==> src/rtl/syzygy_adc_pkg.sv <==
// Shared types and helpers for the ADC-to-BRAM capture path.
// Holds the capture FSM states, trigger mode codes and BRAM word packing.
package syzygy_adc_pkg;

   typedef enum logic [1:0] {
      ST_IDLE    = 2'd0,
      ST_ARMED   = 2'd1,
      ST_CAPTURE = 2'd2,
      ST_DONE    = 2'd3
   } state_e;

   localparam logic TRIG_IMMEDIATE = 1'b0;
   localparam logic TRIG_LEVEL     = 1'b1;

   // Sign-extends the low w bits of each channel to 16 bits, channel B in the upper half.
   function automatic logic [31:0] pack_word(input logic [15:0] a, input logic [15:0] b,
                                             input int w);
      logic [15:0] ea;
      logic [15:0] eb;
      logic        sa;
      logic        sb;
      sa = 1'b0;
      sb = 1'b0;
      ea = '0;
      eb = '0;
      for (int i = 0; i < 16; i++) begin
         if (i == w - 1) begin
            sa = a[i];
            sb = b[i];
         end
      end
      for (int i = 0; i < 16; i++) begin
         ea[i] = (i < w) ? a[i] : sa;
         eb[i] = (i < w) ? b[i] : sb;
      end
      return {eb, ea};
   endfunction

endpackage

==> src/rtl/syzygy_adc_if.sv <==
// Block RAM write port (BRAM_PORTB side) driven by the capture block.
interface syzygy_adc_if;
   logic [31:0] bram_addr;
   logic [31:0] bram_din;
   logic [3:0]  bram_we;
   logic        bram_en;

   modport master (output bram_addr, output bram_din, output bram_we, output bram_en);
   modport slave  (input bram_addr, input bram_din, input bram_we, input bram_en);
endinterface

==> src/rtl/syzygy_adc_trig.sv <==
// Rising level-crossing detector on channel A; trig_o is high for the one valid
// sample that crosses from below the level to at-or-above it.
module syzygy_adc_trig #(
   parameter int ADC_W = 14
) (
   input  logic                    clk,
   input  logic                    reset,
   input  logic                    clr_i,
   input  logic                    en_i,
   input  logic                    valid_i,
   input  logic signed [ADC_W-1:0] a_i,
   input  logic signed [ADC_W-1:0] level_i,
   output logic                    trig_o
);

   logic signed [ADC_W-1:0] prev_q;
   logic                    prev_vld_q;

   // A fresh arm forgets the previous sample so a stale value cannot fake a crossing.
   always_ff @(posedge clk) begin
      if (reset || clr_i) begin
         prev_vld_q <= 1'b0;
      end else if (valid_i) begin
         prev_vld_q <= 1'b1;
      end
   end

   always_ff @(posedge clk) begin
      if (valid_i) begin
         prev_q <= a_i;
      end
   end

   assign trig_o = en_i && valid_i && prev_vld_q && (prev_q < level_i) && (a_i >= level_i);

endmodule

==> src/rtl/syzygy_adc_capture.sv <==
// Captures decimated dual-channel ADC samples into BRAM for PS readback, with
// immediate or level-crossing trigger, abort, and AXI-GPIO style status.
module syzygy_adc_capture
   import syzygy_adc_pkg::*;
#(
   parameter int DEPTH = 4096,
   parameter int ADC_W = 14
) (
   input  logic                    clk,
   input  logic                    reset,
   input  logic signed [ADC_W-1:0] adc_a,
   input  logic signed [ADC_W-1:0] adc_b,
   input  logic                    adc_valid,
   input  logic                    arm,
   input  logic                    abort,
   input  logic                    trig_mode,
   input  logic signed [ADC_W-1:0] trig_level,
   input  logic [15:0]             capture_len,
   input  logic [15:0]             decim,
   syzygy_adc_if.master            bram,
   output logic                    busy,
   output logic                    done,
   output logic [15:0]             words_written
);

   localparam int LEN_W = $clog2(DEPTH) + 1;

   state_e                  state_q, state_d;
   logic                    mode_q, mode_d;
   logic signed [ADC_W-1:0] level_q, level_d;
   logic [15:0]             decim_q, decim_d;
   logic [LEN_W-1:0]        len_q, len_d;
   logic [LEN_W-1:0]        words_q, words_d;
   logic [15:0]             dcnt_q, dcnt_d;
   logic [LEN_W-1:0]        len_in;
   logic                    store;
   logic                    arm_acc;
   logic                    trig;

   logic [31:0]             addr_q;
   logic [31:0]             din_q;
   logic [3:0]              we_q;
   logic                    en_q;
   logic                    busy_q;
   logic                    done_q;

   assign len_in = (32'(capture_len) > DEPTH) ? LEN_W'(DEPTH) : LEN_W'(capture_len);

   syzygy_adc_trig #(.ADC_W(ADC_W)) u_trig (
      .clk     (clk),
      .reset   (reset),
      .clr_i   (arm_acc),
      .en_i    ((state_q == ST_ARMED) && (mode_q == TRIG_LEVEL)),
      .valid_i (adc_valid),
      .a_i     (adc_a),
      .level_i (level_q),
      .trig_o  (trig)
   );

   always_comb begin
      state_d = state_q;
      mode_d  = mode_q;
      level_d = level_q;
      decim_d = decim_q;
      len_d   = len_q;
      words_d = words_q;
      dcnt_d  = dcnt_q;
      store   = 1'b0;
      arm_acc = 1'b0;
      unique case (state_q)
         ST_IDLE, ST_DONE: begin
            if (arm) begin
               if (abort) begin
                  state_d = ST_IDLE;
               end else begin
                  arm_acc = 1'b1;
                  mode_d  = trig_mode;
                  level_d = trig_level;
                  decim_d = decim;
                  len_d   = len_in;
                  words_d = '0;
                  state_d = (len_in == '0) ? ST_DONE : ST_ARMED;
               end
            end
         end
         ST_ARMED: begin
            if (abort) begin
               state_d = ST_IDLE;
            end else if (mode_q == TRIG_IMMEDIATE) begin
               state_d = ST_CAPTURE;
               dcnt_d  = '0;
            end else if (trig) begin
               // The crossing sample itself is the first one kept (decimation phase 0).
               store   = 1'b1;
               state_d = ST_CAPTURE;
               dcnt_d  = (decim_q == '0) ? '0 : 16'd1;
            end
         end
         ST_CAPTURE: begin
            if (abort) begin
               state_d = ST_IDLE;
            end else if (adc_valid) begin
               store  = (dcnt_q == '0);
               dcnt_d = (dcnt_q == decim_q) ? '0 : dcnt_q + 16'd1;
            end
         end
         default: state_d = ST_IDLE;
      endcase
      if (store) begin
         words_d = words_q + LEN_W'(1);
         if (words_d == len_q) begin
            state_d = ST_DONE;
         end
      end
   end

   always_ff @(posedge clk) begin
      if (reset) begin
         state_q <= ST_IDLE;
         mode_q  <= TRIG_IMMEDIATE;
         level_q <= '0;
         decim_q <= '0;
         len_q   <= '0;
         words_q <= '0;
         dcnt_q  <= '0;
         addr_q  <= '0;
         din_q   <= '0;
         we_q    <= '0;
         en_q    <= 1'b0;
         busy_q  <= 1'b0;
         done_q  <= 1'b0;
      end else begin
         state_q <= state_d;
         mode_q  <= mode_d;
         level_q <= level_d;
         decim_q <= decim_d;
         len_q   <= len_d;
         words_q <= words_d;
         dcnt_q  <= dcnt_d;
         we_q    <= store ? 4'hF : 4'h0;
         en_q    <= store;
         if (store) begin
            addr_q <= 32'({words_q, 2'b00});
            din_q  <= pack_word(16'(adc_a), 16'(adc_b), ADC_W);
         end
         busy_q  <= (state_d == ST_ARMED) || (state_d == ST_CAPTURE);
         done_q  <= (state_d == ST_DONE);
      end
   end

   assign bram.bram_addr = addr_q;
   assign bram.bram_din  = din_q;
   assign bram.bram_we   = we_q;
   assign bram.bram_en   = en_q;
   assign busy           = busy_q;
   assign done           = done_q;
   assign words_written  = 16'(words_q);

endmodule

==> src/flat_wrapper.sv <==
// flat-port wrapper written by rule: the top's interface ports become plain ports
module syzygy_adc_capture_flat import syzygy_adc_pkg::*;
#(
   parameter int DEPTH = 4096,
   parameter int ADC_W = 14
)
  (clk, reset, adc_a, adc_b, adc_valid, arm, abort, trig_mode, trig_level, capture_len, decim, busy, done, words_written, bram_bram_addr, bram_bram_din, bram_bram_we, bram_bram_en);
  syzygy_adc_if bram_i ();
  input  logic clk;
  input  logic reset;
  input  logic signed [ADC_W-1:0] adc_a;
  input  logic signed [ADC_W-1:0] adc_b;
  input  logic adc_valid;
  input  logic arm;
  input  logic abort;
  input  logic trig_mode;
  input  logic signed [ADC_W-1:0] trig_level;
  input  logic [15:0] capture_len;
  input  logic [15:0] decim;
  output logic busy;
  output logic done;
  output logic [15:0] words_written;
  output wire logic [$bits(bram_i.bram_addr)-1:0] bram_bram_addr;
  output wire logic [$bits(bram_i.bram_din)-1:0] bram_bram_din;
  output wire logic [$bits(bram_i.bram_we)-1:0] bram_bram_we;
  output wire logic [$bits(bram_i.bram_en)-1:0] bram_bram_en;
  assign bram_bram_addr = bram_i.bram_addr;
  assign bram_bram_din = bram_i.bram_din;
  assign bram_bram_we = bram_i.bram_we;
  assign bram_bram_en = bram_i.bram_en;
  syzygy_adc_capture #(.DEPTH(DEPTH), .ADC_W(ADC_W)) u_core (.clk(clk), .reset(reset), .adc_a(adc_a), .adc_b(adc_b), .adc_valid(adc_valid), .arm(arm), .abort(abort), .trig_mode(trig_mode), .trig_level(trig_level), .capture_len(capture_len), .decim(decim), .bram(bram_i), .busy(busy), .done(done), .words_written(words_written));
endmodule
==> config.mk <==
export PLATFORM = sky130hd
export DESIGN_NAME = syzygy_adc_capture_flat
export DESIGN_NICKNAME = d
export VERILOG_FILES = /design/src/rtl/syzygy_adc_pkg.sv /design/src/rtl/syzygy_adc_if.sv /design/src/rtl/syzygy_adc_trig.sv /design/src/rtl/syzygy_adc_capture.sv /design/src/flat_wrapper.sv
export SDC_FILE = /design/constraint.sdc
export NUM_CORES = 1
export LEC_CHECK = 0
export ABC_AREA = 1
export BUFFER_PORTS_ARGS = -buffer_cell sky130_fd_sc_hd__buf_2
export CAP_MARGIN = 25
export CORE_ASPECT_RATIO = 0.9
export CORE_MARGIN = 1.5
export CORE_UTILIZATION = 50
export DETAILED_ROUTE_END_ITERATION = 8
export GPL_TIMING_DRIVEN = 0
export HOLD_SLACK_MARGIN = 0.02
export PLACE_DENSITY = 0.85
export SLEW_MARGIN = 10
export SYNTH_ARGS = -nofsm -noshare
export SYNTH_HDL_FRONTEND = slang
export SYNTH_SLANG_ARGS = --single-unit
==> constraint.sdc <==
create_clock -name clk -period 3.15 [get_ports clk]
set_input_delay 0.63 -clock clk [delete_from_list [all_inputs] [get_ports clk]]
set_output_delay 0.63 -clock clk [all_outputs]
set_load 0.02 [all_outputs]
Yosys cells after proc, flatten, opt, wreduce, memory -nomap -nowiden
Index checks and enable logic that the tools add are counted.
{ "totals": {"register_bits": 140, "latchBits": 0, "ram_bits": 0, "mem_bits_ro": 0, "input_bits": 80, "n_memories": 0} }
{ "classes": {"n_addsub": 2, "n_mul": 0, "div_mod_pow": 0, "magnitude_cmp": 3, "eq_ne": 13, "shifts": 0, "mux": 33, "n_bitwise": 1, "reduce_logical": 18} }
{ "op_table": {"columns": ["op", "count"], "rows": [
  ["16-bit two-way mux", 6],
  ["13-bit two-way mux", 5],
  ["16-bit logical NOT", 2],
  ["16-bit case mux with 2 select lines", 1],
  ["2-bit two-way mux", 9],
  ["16-bit by 1-bit adder with 16-bit output, second input constant", 1],
  ["16-bit equality test", 1],
  ["16-bit by 13-bit > comparator with 1-bit output, second input constant", 1],
  ["14-bit >= comparator", 1],
  ["14-bit less-than comparator", 1],
  ["13-bit by 1-bit adder with 13-bit output, second input constant", 1],
  ["13-bit equality test", 1],
  ["13-bit logical NOT", 1],
  ["1-bit two-way mux", 9],
  ["2-bit equality test, second input constant", 4],
  ["2-bit != test, second input constant", 3],
  ["2-bit case mux with 3 select lines", 1],
  ["3-bit AND reduction", 2],
  ["2-bit nonzero test", 3],
  ["1-bit logical AND", 5],
  ["5-bit AND reduction", 1],
  ["2-bit by 1-bit equality test with 1-bit output, second input constant", 2],
  ["4-bit two-way mux", 1],
  ["3-bit != test, second input constant", 1],
  ["other kinds (6)", 7]
]} }

Longest topological paths before layout
{ "depth": {"depth_word": 14, "mapped_depth": 21, "ltp_nobuf": 21} }

Hierarchy
Synthesis repeated with hierarchy kept, for this count alone.
{ "hier_totals": {"hier_cells": 970, "hier_area_um2": 6975.4} }
{ "by_module_without_submodules": {"columns": ["mod", "instances", "cells_per_inst", "area_per_inst_um2"], "rows": [
  ["syzygy_adc_capture", 1, 819, 5740.5],
  ["syzygy_adc_trig", 1, 151, 1234.9]
]} }

Worst setup path after synthesis
No wires, ideal clock.
{ "synth_timing": {"kind": "input port to flip-flop", "start": "input port adc_a[13]", "end": "register u_core.busy_q, in the netlist u_core.busy", "t_arrival_ns": 2.420, "setup_slack_ns": 0.602, "path_stages": 18, "n_path_buf": 1, "path_cell_list": "ha_1 > nand2_1 > nor2_2 > inv_2 > nor2_2 > nand2_1 > nand3b_1 > nand3_2 > nand3_1 > nand2_2 > nand2_2 > buf_6 > nor2_1 > nor2_1 > inv_1 > ha_1 > inv_1 > nor2_1"} }
{ "synth_between": {"elab_chain_cells": 10, "elab_cells_between_ends": 15} }
{ "synth_rtl": {"columns": ["item", "line", "rtl"], "rows": [
  ["start: declaration", "flat_wrapper.sv:11", "input logic signed [ADC_W-1:0] adc_a;"],
  ["14-bit >= comparator (*)", "syzygy_adc_trig.sv:34", "assign trig_o = en_i && valid_i && prev_vld_q && (prev_q < level_i) && (a_i >= level_i);"],
  ["1-bit logical AND (*)", "syzygy_adc_trig.sv:34", null],
  ["2-bit two-way mux", "syzygy_adc_capture.sv:92", "end else if (trig) begin"],
  ["2-bit two-way mux", "syzygy_adc_capture.sv:89", "end else if (mode_q == TRIG_IMMEDIATE) begin"],
  ["2-bit two-way mux", "syzygy_adc_capture.sv:87", "if (abort) begin"],
  ["2-bit case mux with 3 select lines", "syzygy_adc_capture.sv:70", "unique case (state_q)"],
  ["2-bit two-way mux", "syzygy_adc_capture.sv:111", "if (words_d == len_q) begin"],
  ["2-bit two-way mux (*)", "syzygy_adc_capture.sv:109", "if (store) begin"],
  ["2-bit by 1-bit equality test with 1-bit output or 2-bit equality test (tied branches)", "syzygy_adc_capture.sv:146", "busy_q <= (state_d == ST_ARMED) || (state_d == ST_CAPTURE);"],
  ["1-bit logical OR (*)", "syzygy_adc_capture.sv:146", null],
  ["end signal: assignment", "syzygy_adc_capture.sv:146", null],
  ["end: declaration", "syzygy_adc_capture.sv:44", "logic busy_q;"]
]} }
Mark *: on every way between the ends. The rest lies on a longest branch, timed or not.
A chain may end at the register's enable or synchronous reset.

Final worst setup path
{ "layout_timing": {"start": "register u_core.level_q[13]", "end": "register u_core.busy_q, in the netlist u_core.busy"} }
{ "layout_between": {"elab_chain_cells": 11, "elab_cells_between_ends": 17} }
{ "layout_rtl": {"columns": ["item", "line", "rtl"], "rows": [
  ["start: declaration", "syzygy_adc_capture.sv:30", "logic signed [ADC_W-1:0] level_q, level_d;"],
  ["start signal: assignment", "syzygy_adc_capture.sv:135", "level_q <= level_d;"],
  ["14-bit less-than comparator", "syzygy_adc_trig.sv:34", null],
  ["1-bit logical AND", "syzygy_adc_trig.sv:34", null],
  ["1-bit logical AND (*)", "syzygy_adc_trig.sv:34", null],
  ["2-bit two-way mux", "syzygy_adc_capture.sv:92", null],
  ["2-bit two-way mux", "syzygy_adc_capture.sv:89", null],
  ["2-bit two-way mux", "syzygy_adc_capture.sv:87", null],
  ["2-bit case mux with 3 select lines", "syzygy_adc_capture.sv:70", null],
  ["2-bit two-way mux", "syzygy_adc_capture.sv:111", null],
  ["2-bit two-way mux (*)", "syzygy_adc_capture.sv:109", null],
  ["2-bit by 1-bit equality test with 1-bit output or 2-bit equality test (tied branches)", "syzygy_adc_capture.sv:146", null],
  ["1-bit logical OR (*)", "syzygy_adc_capture.sv:146", null]
]} }
Marked as above.

==> impl_summary.log <==
[metrics] status: finished clean
[metrics] data arrival at the endpoint of the critical path: 3.06 ns
[metrics] highest achievable clock rate: roughly 0.36 GHz
[metrics] Sink Count: ~130
[metrics] Yosys top cell area share: 33.4%
[metrics] leakage component of the power: 4.03 nW
[metrics] share of the cycle needed by the critical path after routing: 88.0%
[metrics] CP required: 3.44 ns
[metrics] total area of multi-input combinational cells: 3540 um^2
[metrics] Initial Utilization: 51.2%
[metrics] setup repair bufs after CTS: 0
[metrics] wire length of the first global-routing pass: 32300 um
[metrics] worst slew slack as a fraction of its limit: 58.0%
[metrics] number of antenna diodes: 0
[metrics] Syn-to-layout area delta: 23.1%
[metrics] Clock Latency Late Sink: 0.42 ns
[metrics] number of different library cells in the post-synthesis netlist: 36
[metrics] top area cells in the synthesized netlist: sky130_fd_sc_hd__dfxtp_1 33%, sky130_fd_sc_hd__nand2_1 11%, sky130_fd_sc_hd__nand3_1 7.6%, sky130_fd_sc_hd__nor2_1 6.8%, sky130_fd_sc_hd__edfxtp_1 5.8%
[metrics] largest net degree at the start of global routing: 18
[metrics] vias after detailed routing: 7316
[metrics] number of warnings printed during yosys synthesis: 0
[metrics] DIE HEIGHT: about 120 um
[metrics] class of the tightest hold or removal check: input port to flop
[metrics] worst-margin pin slew: between 0.6 and 0.7 ns
[metrics] CTS H-tree depth: 4
[metrics] setup_tns: 0 ns
[metrics] boundary pin count: 167
[metrics] overall die area: 15100 um^2
[metrics] synthesized area divided by synthesized cell count: 7.08 um^2
[metrics] CTS resizes: 0
[metrics] core area: 14100 um^2
[metrics] Final GP Congestion: 0.933
[metrics] per-cell routed wire length: 14.3 um
[metrics] leading cell type in the layout, fill and taps excluded: sky130_fd_sc_hd__nand2_1
[metrics] antenna violations before repair: 0
[metrics] wirelength, routed: 20100 um
[metrics] total setup violations reported at the end of the flow: 0
[metrics] number of standard cells after synthesis: approximately 1000
[metrics] part of the Yosys area used for sequential elements: 39.2%
[metrics] TritonCTS clock tree: done
[metrics] Iter 0 DRT Violations: 551
[metrics] max-slew violation count: 0
[metrics] worst setup margin: 0.378 ns
[metrics] Die Width: 129 um
[metrics] Post-route DRC: 0
[metrics] detailed-placement wirelength estimate: 14700 um
[metrics] Tmin final: about 2.8 ns
[metrics] IR drop worst, VDD: 366 uV
[metrics] via count of the first global-routing pass: 6924
[metrics] Fin. Hold Viols: 0
[metrics] buffer cell driving the clock tree root: sky130_fd_sc_hd__clkbuf_16
[metrics] global-route congestion overflow total: 0
[metrics] cell taking the most area after synthesis: sky130_fd_sc_hd__dfxtp_1
[metrics] first drt pass iteration count: 5
[metrics] Netlist Area Pre-Place: 7200 um^2
[metrics] top library cells by usage in the layout, fill and taps aside: 202 x sky130_fd_sc_hd__nand2_1, 151 x sky130_fd_sc_hd__buf_2, 130 x sky130_fd_sc_hd__nor2_1
[metrics] count of maximum capacitance violations: 0
[metrics] remaining antenna violation count after routing: 0
[metrics] setup repair after global routing missed its margin: false
[metrics] fraction of layout cells with a size suffix above 1: 20.7%
[metrics] register clock-pin slew on the reported worst setup and hold paths: 0.06 ns
[metrics] vias per cell: 5.21
[metrics] flip-flop and latch count after synthesis: 134
[metrics] number of buffers added on ports: 144
[metrics] Final #Nets: 1313
[metrics] startpoint type of the worst setup path: flop
[metrics] Pwr Density: 485 nW/um^2
[metrics] number of fill cells: 1258
[metrics] TritonCTS Buffers: 17
[metrics] number of buffers inserted for hold repair after clock tree synthesis: 0
[metrics] maximum buffer depth of the clock tree: 2
[metrics] Worst Setup Slack post-DPL: 0.0625 ns
[metrics] Row Count: 41
[metrics] Crit. End Element: flop
[metrics] skew final: 0.0102 ns
[metrics] area occupied by registers: 2820 um^2
[metrics] total global routing track utilization: 27.1%
[metrics] critical setup path kind: flop to flop
[metrics] Crit Path Max Fanout: 10
synth_stat cells, drive strengths merged:
master,n
nor4,8
o32ai,3
nand3,110
conb,1
ha,33
clkbuf,21
nor3,18
or2,3
inv,115
a31oi,1
nand3b,2
o41ai,1
o31ai,1
edfxtp,14
xor2,11
nand2,205
buf,52
dfxtp,120
nor2,145
o21ai,79
nand4,17
a21oi,43
o22ai,10
xnor2,3
kinds of logic after synthesis:
family	Yosys count	synth area share, %
other	1	0.0521
XOR/XNOR	14	1.70
AO/OA/AOI/OAI	138	10.0
AND/OR/NAND/NOR	508	30.6
buffers and inverters	188	12.7
flip-flops	134	39.2
adder cells (fa/ha/maj)	33	5.74
sequential cells by signal (all words and copies together) (netlist names), 2 cells and up:
register               flops
u_core.bram.bram_addr     13
u_core.len_q              13
u_core.words_q            13
u_core.state_q             2
u_core.u_trig.prev_q      14
u_core.decim_q            16
u_core.level_q            14
u_core.bram.bram_din      28
u_core.dcnt_q             16
metal layers:
layer  GRT usage (%)  vias to the layer above  routed length [um]
met3            6.91                       55                1530
met1            31.6                     3295                8330
li1                -                     3631                   -
met5               0                        -                   0
met4            11.9                        0                 555
met2            47.7                      335                9640
worst max-delay path, stage by stage (launching register included):
cell and delay, ns:
sky130_fd_sc_hd__dfxtp_1 0.30, sky130_fd_sc_hd__inv_1 0.06, sky130_fd_sc_hd__ha_1 0.38, sky130_fd_sc_hd__nand2_1 0.11
sky130_fd_sc_hd__nor2_2 0.19, sky130_fd_sc_hd__inv_2 0.05, sky130_fd_sc_hd__nor2_2 0.13, sky130_fd_sc_hd__nand2_1 0.09
sky130_fd_sc_hd__nand3b_1 0.10, sky130_fd_sc_hd__nand3_2 0.09, sky130_fd_sc_hd__nand3_1 0.10, sky130_fd_sc_hd__nand2_2 0.10
sky130_fd_sc_hd__nand2_2 0.09, sky130_fd_sc_hd__buf_6 0.18, sky130_fd_sc_hd__nor2_1 0.07, sky130_fd_sc_hd__nor2_1 0.17
sky130_fd_sc_hd__inv_1 0.07, sky130_fd_sc_hd__ha_1 0.26, sky130_fd_sc_hd__inv_1 0.05, sky130_fd_sc_hd__nor2_1 0.04
metrics by stage:
step	hold WS, ns	cell area (um^2)	total power [mW]	std cells	util (%)
after floorplan	0.433	7270	2.10	1037	-
after global placement	0.441	8240	2.24	1374	58.6
after detailed placement	0.451	8240	2.25	1374	58.6
after CTS	0.401	8860	4.30	1405	63.0
after global routing	0.399	8860	4.45	1405	63.0
final	0.410	8860	4.29	1405	63.0
worst paths after layout:
check,slack [ns],start,cells after the start,endpoint
worst max-delay path,0.38,u_core.level_q[13],19,u_core.busy
worst min-delay path,0.41,adc_a[5],1,u_core.u_trig.prev_q[5]
worst max register to register,0.38,u_core.level_q[13],19,u_core.busy
worst min register to register,0.46,u_core.u_trig.prev_vld_q,2,u_core.u_trig.prev_vld_q
power by group:
group / internal [mW] / total [mW] / switching [mW]
clock network: 1.30 / 2.06 / 0.759
logic: 0.159 / 0.439 / 0.280
registers: 1.77 / 1.79 / 0.0263
total: 3.23 / 4.29 / 1.07
final cells by class:
cell class	count	share of cell area, %
Buffer	73	5.37
Clock buffer	22	5.72
Clock inverter	9	1.30
Inverter	115	4.93
Multi-Input combinational cell	715	40.0
Sequential cell	134	31.9
Tap cell	193	2.73
Timing Repair Buffer	144	8.14
(Power assumes the default switching activity.)
